`src/rtl/sram_port_arb.sv`:
```
// Two-port burst arbiter in front of a banked single-port SRAM.
// Round-robin on whole bursts; at most one SRAM access per cycle.
module sram_port_arb #(
  parameter int ADDR_WIDTH = 14,
  parameter int DATA_WIDTH = 32,
  parameter int LEN_WIDTH  = 8
) (
  input  logic                  ACLK,
  input  logic                  ARESETn,

  input  logic                  req0_valid,
  output logic                  req0_ready,
  input  logic                  req0_write,
  input  logic [ADDR_WIDTH-1:0] req0_addr,
  input  logic [LEN_WIDTH-1:0]  req0_len,
  input  logic                  stall0,
  input  logic [DATA_WIDTH-1:0] wdata0,
  input  logic [3:0]            wstrb0,
  output logic                  grant0,
  output logic                  rvalid0,
  output logic                  done0,

  input  logic                  req1_valid,
  output logic                  req1_ready,
  input  logic                  req1_write,
  input  logic [ADDR_WIDTH-1:0] req1_addr,
  input  logic [LEN_WIDTH-1:0]  req1_len,
  input  logic                  stall1,
  input  logic [DATA_WIDTH-1:0] wdata1,
  input  logic [3:0]            wstrb1,
  output logic                  grant1,
  output logic                  rvalid1,
  output logic                  done1,

  output logic [DATA_WIDTH-1:0] rdata,
  output logic [12:0]           sram_addr_out,
  output logic [DATA_WIDTH-1:0] sram_wdata,
  output logic                  sram_wen,
  output logic [3:0]            bank0_csn,
  output logic [3:0]            bank1_csn,
  input  logic [DATA_WIDTH-1:0] sram_rdata
);

  // state | meaning
  // IDLE  | no owner; accept one pending request per cycle
  // BURST | owner issues one beat per unstalled cycle until counter == len
  typedef enum logic {IDLE, BURST} state_t;

  localparam logic [ADDR_WIDTH-1:0] ADDR_ONE = {{(ADDR_WIDTH-1){1'b0}}, 1'b1};
  localparam logic [LEN_WIDTH-1:0]  CNT_ONE  = {{(LEN_WIDTH-1){1'b0}}, 1'b1};

  state_t                state, state_nxt;
  logic                  last_grant;
  logic                  owner;
  logic                  wr_q;
  logic [ADDR_WIDTH-1:0] addr_q;
  logic [LEN_WIDTH-1:0]  len_q;
  logic [LEN_WIDTH-1:0]  cnt_q;
  logic                  rv0_q, rv1_q;

  logic                  any_req, sel, accept;
  logic                  stall_cur, beat, last_beat;
  logic [3:0]            wstrb_cur, lane_csn;
  logic [DATA_WIDTH-1:0] wdata_cur;

  always_ff @(posedge ACLK or negedge ARESETn) begin
    if (!ARESETn) state <= IDLE;
    else          state <= state_nxt;
  end

  always_comb begin
    any_req   = req0_valid | req1_valid;
    // on a tie the port that did not win last time goes first
    sel       = !req0_valid ? 1'b1 : (req1_valid ? ~last_grant : 1'b0);
    accept    = ARESETn && (state == IDLE) && any_req;
    stall_cur = owner ? stall1 : stall0;
    wstrb_cur = owner ? wstrb1 : wstrb0;
    wdata_cur = owner ? wdata1 : wdata0;
    beat      = (state == BURST) && !stall_cur;
    last_beat = beat && (cnt_q == len_q);

    state_nxt = state;
    if (accept)    state_nxt = BURST;
    if (last_beat) state_nxt = IDLE;

    req0_ready = accept && !sel;
    req1_ready = accept && sel;
    grant0     = (state == BURST) && !owner;
    grant1     = (state == BURST) && owner;
    done0      = last_beat && !owner;
    done1      = last_beat && owner;

    // all-zero strobe still consumes a beat but selects no lane
    lane_csn      = wr_q ? ~wstrb_cur : 4'h0;
    sram_wen      = !(beat && wr_q);
    sram_addr_out = beat ? addr_q[12:0] : 13'h0;
    sram_wdata    = (beat && wr_q) ? wdata_cur : '0;
    bank0_csn     = (beat && !addr_q[ADDR_WIDTH-1]) ? lane_csn : 4'hF;
    bank1_csn     = (beat &&  addr_q[ADDR_WIDTH-1]) ? lane_csn : 4'hF;

    rvalid0 = rv0_q;
    rvalid1 = rv1_q;
    rdata   = (rv0_q | rv1_q) ? sram_rdata : '0;
  end

  always_ff @(posedge ACLK or negedge ARESETn) begin
    if (!ARESETn) begin
      last_grant <= 1'b1;
      owner      <= 1'b0;
      wr_q       <= 1'b0;
      addr_q     <= '0;
      len_q      <= '0;
      cnt_q      <= '0;
      rv0_q      <= 1'b0;
      rv1_q      <= 1'b0;
    end else begin
      rv0_q <= beat && !wr_q && !owner;
      rv1_q <= beat && !wr_q && owner;
      if (accept) begin
        last_grant <= sel;
        owner      <= sel;
        wr_q       <= sel ? req1_write : req0_write;
        addr_q     <= sel ? req1_addr  : req0_addr;
        len_q      <= sel ? req1_len   : req0_len;
        cnt_q      <= '0;
      end else if (beat) begin
        addr_q <= addr_q + ADDR_ONE;
        cnt_q  <= cnt_q + CNT_ONE;
      end
    end
  end

endmodule

```
`config.mk`:
```
export PLATFORM = sky130hd
export DESIGN_NAME = sram_port_arb
export DESIGN_NICKNAME = d
export VERILOG_FILES = /design/src/rtl/sram_port_arb.sv
export SDC_FILE = /design/constraint.sdc
export NUM_CORES = 1
export LEC_CHECK = 0
export ABC_AREA = 1
export CAP_MARGIN = 20
export CORE_MARGIN = 5
export CORE_UTILIZATION = 37
export DETAILED_ROUTE_END_ITERATION = 10
export PLACE_DENSITY = 0.9
export SLEW_MARGIN = 20
export SYNTH_ARGS = -nofsm -noshare
export SYNTH_HDL_FRONTEND = slang
export SYNTH_SLANG_ARGS = --single-unit
```
`constraint.sdc`:
```
create_clock -name ACLK -period 2.49 [get_ports ACLK]
set_clock_uncertainty 0.2 [all_clocks]
set_input_delay 0.3735 -clock ACLK [delete_from_list [all_inputs] [get_ports ACLK]]
set_output_delay 0.3735 -clock ACLK [all_outputs]
set_load 0.005 [all_outputs]
```
==> key figures <==
Hold path
  • Min-delay worst type: primary input to async pin

Synth
  • Sequential share of the synthesized area: 0.276
  • Post-synth cell types: 39
  • FFs w/ async S/R, synth: 1.00
  • Mapped Area: 0.00327 mm²
  • Post-synth EDFFs: 0
  • Top_reg_cell synth: dfrtp_1
  • Yosys warning total: 0
  • Mapped Cells: 553
  • Syn nets: 711
  • Mean Syn Cell Area: 5.91 µm²
  • Synthesis-stage register bit count: 36

Floorplan
  • Initial core utilization: 0.377
  • Die width: 104 µm
  • Core area: 0.00868 mm²
  • Num rows: 34
  • Ports: 250
  • Die Area: 0.0108 mm²
  • Die Y: 104 µm

Clocking
  • H-tree depth: 2
  • TritonCTS Buffers: 5
  • CTS Sinks: 36
  • Max Root-Sink Buffers: 2
  • Clock transition at path regs: 0.08 ns
  • CTS Hold Bufs: 0
  • CTS tree: done
  • Clk_lat worst skew: 0.29 ns
  • CTS Root Cell: clkbuf_8

Flow run
  • Maxcap violations: 0

Placement
  • GP Congestion: 0.945
  • Placed instance count: 910
  • Buffers on Ports: 249
  • Dpl ws: -0.0989 ns
  • DPL Wire Length: 12200 µm

Timing
  • Slew headroom: 0.680
  • Final hold violations: 0
  • Final min period: 2.44 ns
  • Post-route clock period utilization: 0.979
  • Slew Limit Fails: 0
  • PnR worst setup slack: 0.0534 ns
  • Max frequency: 0.410 GHz
  • Slew @ Worst Pin: 0.480 ns
  • RSZ-0062 raised after global routing: true
  • Final Setup Violations: 0
  • Setup_tns: 0 ns

Layout
  • Nets: 971
  • Share of cells above drive strength 1: 0.0909
  • Seq. cell area: 903 µm²
  • Cell Count, Final, Fillers Out: 923
  • Area growth, synth to finish: 86.9%
  • Filler cell count: 699
  • Area of the multi-input gates: 0.00194 mm²

Worst setup path
  • CP arrival: 1.86 ns
  • CP Launch Point: stall1
  • Critical Setup Path Class: primary input to output port
  • Maximum fanout along the worst path: 14
  • Startpoint Class: primary input
  • CP endpoint kind: output port
  • Reg-to-Reg Start: owner
  • Critical Path RT: 1.92 ns

Detailed routing
  • Average routed wire per standard cell: 16.0 µm
  • DRC: 0
  • Final wirelength: 14800 µm
  • Via/cell ratio: 4.93
  • Antenna Nets Post-Route: 0
  • Initial DRC count: 217
  • Via Count: 4554
  • First-pass DRT Iterations: 7

Pwr
  • Clock share of power: 0.103
  • Sw frac: 0.426
  • Power density over the cells: 827 mW/mm²
  • Peak VDD IR: 0.434 mV
  • Reported leakage power: 3.07 nW
  • Internal power: 0.00290 W
  • Comb pwr share: 0.679
  • Psw: 0.00215 W
  • Share of power burned in registers: 0.218

GRT
  • Vias in the first global route: 4594
  • Initial antenna violation count: 2
  • Global-route wire length before repair: 23400 µm
  • All-Layer GR Usage: 0.264
  • Largest net degree at the start of global routing: 38
  • GRT Residual Overflow: 0

Run status
  • Status: completed
repair_timing:
| item | CTS | global route |
|---|---|---|
| cloned | 1 | 0 |
| pin swaps | 2 | 0 |
| resized for setup | 37 | 15 |
| setup buffers | 3 | 0 |
| setup endpoints to repair | 39 | 22 |
sequential cells by signal, indices dropped and copies added (netlist names):
name / flops
cnt_q: 8
owner: 1
rvalid0: 1
len_q: 8
wr_q: 1
addr_q: 14
state: 1
rvalid1: 1
last_grant: 1
synth_stat cells, types with 2 or more instances:
master | instances | share of area
o21ai_0 | 10 | 0.015
inv_4 | 2 | 0.0038
inv_2 | 3 | 0.0034
nand2_1 | 191 | 0.22
dfrtp_1 | 35 | 0.27
a21oi_1 | 46 | 0.070
clkbuf_1 | 9 | 0.010
nand2_4 | 4 | 0.014
nand3_2 | 2 | 0.0061
nand3_1 | 39 | 0.060
buf_2 | 7 | 0.011
nor2_1 | 87 | 0.10
xnor2_1 | 2 | 0.0054
a31oi_1 | 2 | 0.0038
ha_1 | 2 | 0.0076
nand2_2 | 2 | 0.0038
buf_6 | 7 | 0.024
nor3_1 | 6 | 0.0092
inv_1 | 67 | 0.077
xor2_1 | 4 | 0.011
nand4_1 | 8 | 0.015
logic make-up (layout without fill, tap and decap cells):
family	Yosys count	count (layout)	synth area share
AND/OR/NAND/NOR	346	346	0.451
buffers and inverters	99	360	0.140
AO/OA/AOI/OAI	64	64	0.109
flip-flops	36	36	0.276
XOR/XNOR	6	6	0.0161
adder cells (fa/ha/maj)	2	2	0.00765
other	0	1	0
final timing paths:
check	end	slack, ns	cells after the start
hold reg to reg	len_q[6]	0.33	2
setup / recovery	sram_wdata[29]	0.05	8
setup reg to reg	addr_q[12]	0.59	10
hold / removal	addr_q[3]	0.05	2
max in group asynchronous	owner	1.69	2
min in group ACLK	len_q[6]	0.33	2
power by group through the flow:
| stage | Sequential (W) | Clock, W | Combinational, W |
|---|---|---|---|
| 5_1_grt | 0.00114 | 0.000557 | 0.00380 |
| 3_3_place_gp | 0.00108 | 0 | 0.00331 |
| 4_1_cts | 0.00109 | 0.000536 | 0.00343 |
| 3_5_place_dp | 0.00110 | 0 | 0.00339 |
| 2_1_floorplan | 0.00102 | 0 | 0.00171 |
| 6_report | 0.00110 | 0.000520 | 0.00343 |
worst max-delay path: stages:
cell and delay [ns]:
clkdlybuf4s50_1 0.48, nand2_2 0.07, nand3_4 0.10, clkinv_2 0.10, nand2_4 0.13, bufbuf_16 0.30
a21oi_1 0.04, dlygate4sd2_1 0.27
layout by cell type, fill, tap and decap left out, types with 2 or more instances in the layout:
master,n
a21oi_2,4
nor2_1,83
buf_6,2
inv_1,67
nand4_1,8
nor2_4,2
clkbuf_8,5
nor3_1,6
nand2_4,4
inv_2,3
nor2_2,4
a31oi_1,2
clkinv_2,2
buf_4,24
nand3_1,39
nand2_1,190
nand3_2,2
dlygate4sd2_1,27
ha_1,2
xor2_1,4
clkdlybuf4s50_1,215
xnor2_1,2
inv_4,2
o21ai_0,10
clkbuf_2,2
dlymetal6s2s_1,3
a21oi_1,42
dfrtp_1,34
nand2_2,3
buf_12,2
area by class of cell:
| class | count | share of cell area |
|---|---|---|
| Multi-Input combinational cell | 418 | 0.318 |
| Clock inverter | 2 | 0.00573 |
| Antenna cell | 1 | 0.000409 |
| Sequential cell | 36 | 0.148 |
| Inverter | 73 | 0.0459 |
| Clock buffer | 6 | 0.0119 |
| Timing Repair Buffer | 279 | 0.449 |
| Tap cell | 108 | 0.0221 |
through the flow:
stage	util	instance area, µm²	hold slack, ns	power [W]
3_5_place_dp	0.684	5940	0.310	0.00449
4_1_cts	0.701	6090	0.0643	0.00506
3_3_place_gp	0.684	5940	0.299	0.00439
2_1_floorplan	-	3270	-0.122	0.00273
5_1_grt	0.704	6110	0.0927	0.00550
6_report	0.704	6110	0.0513	0.00506
metal layers:
layer | wire length [µm] | up-vias | global-route usage
met5 | 19 | - | 0
met4 | 429 | 2 | 0.0870
met3 | 1010 | 36 | 0.0552
met2 | 8000 | 208 | 0.499
met1 | 5340 | 2074 | 0.289
li1 | - | 2234 | -
No activity file was read; power rests on OpenSTA's default activity.
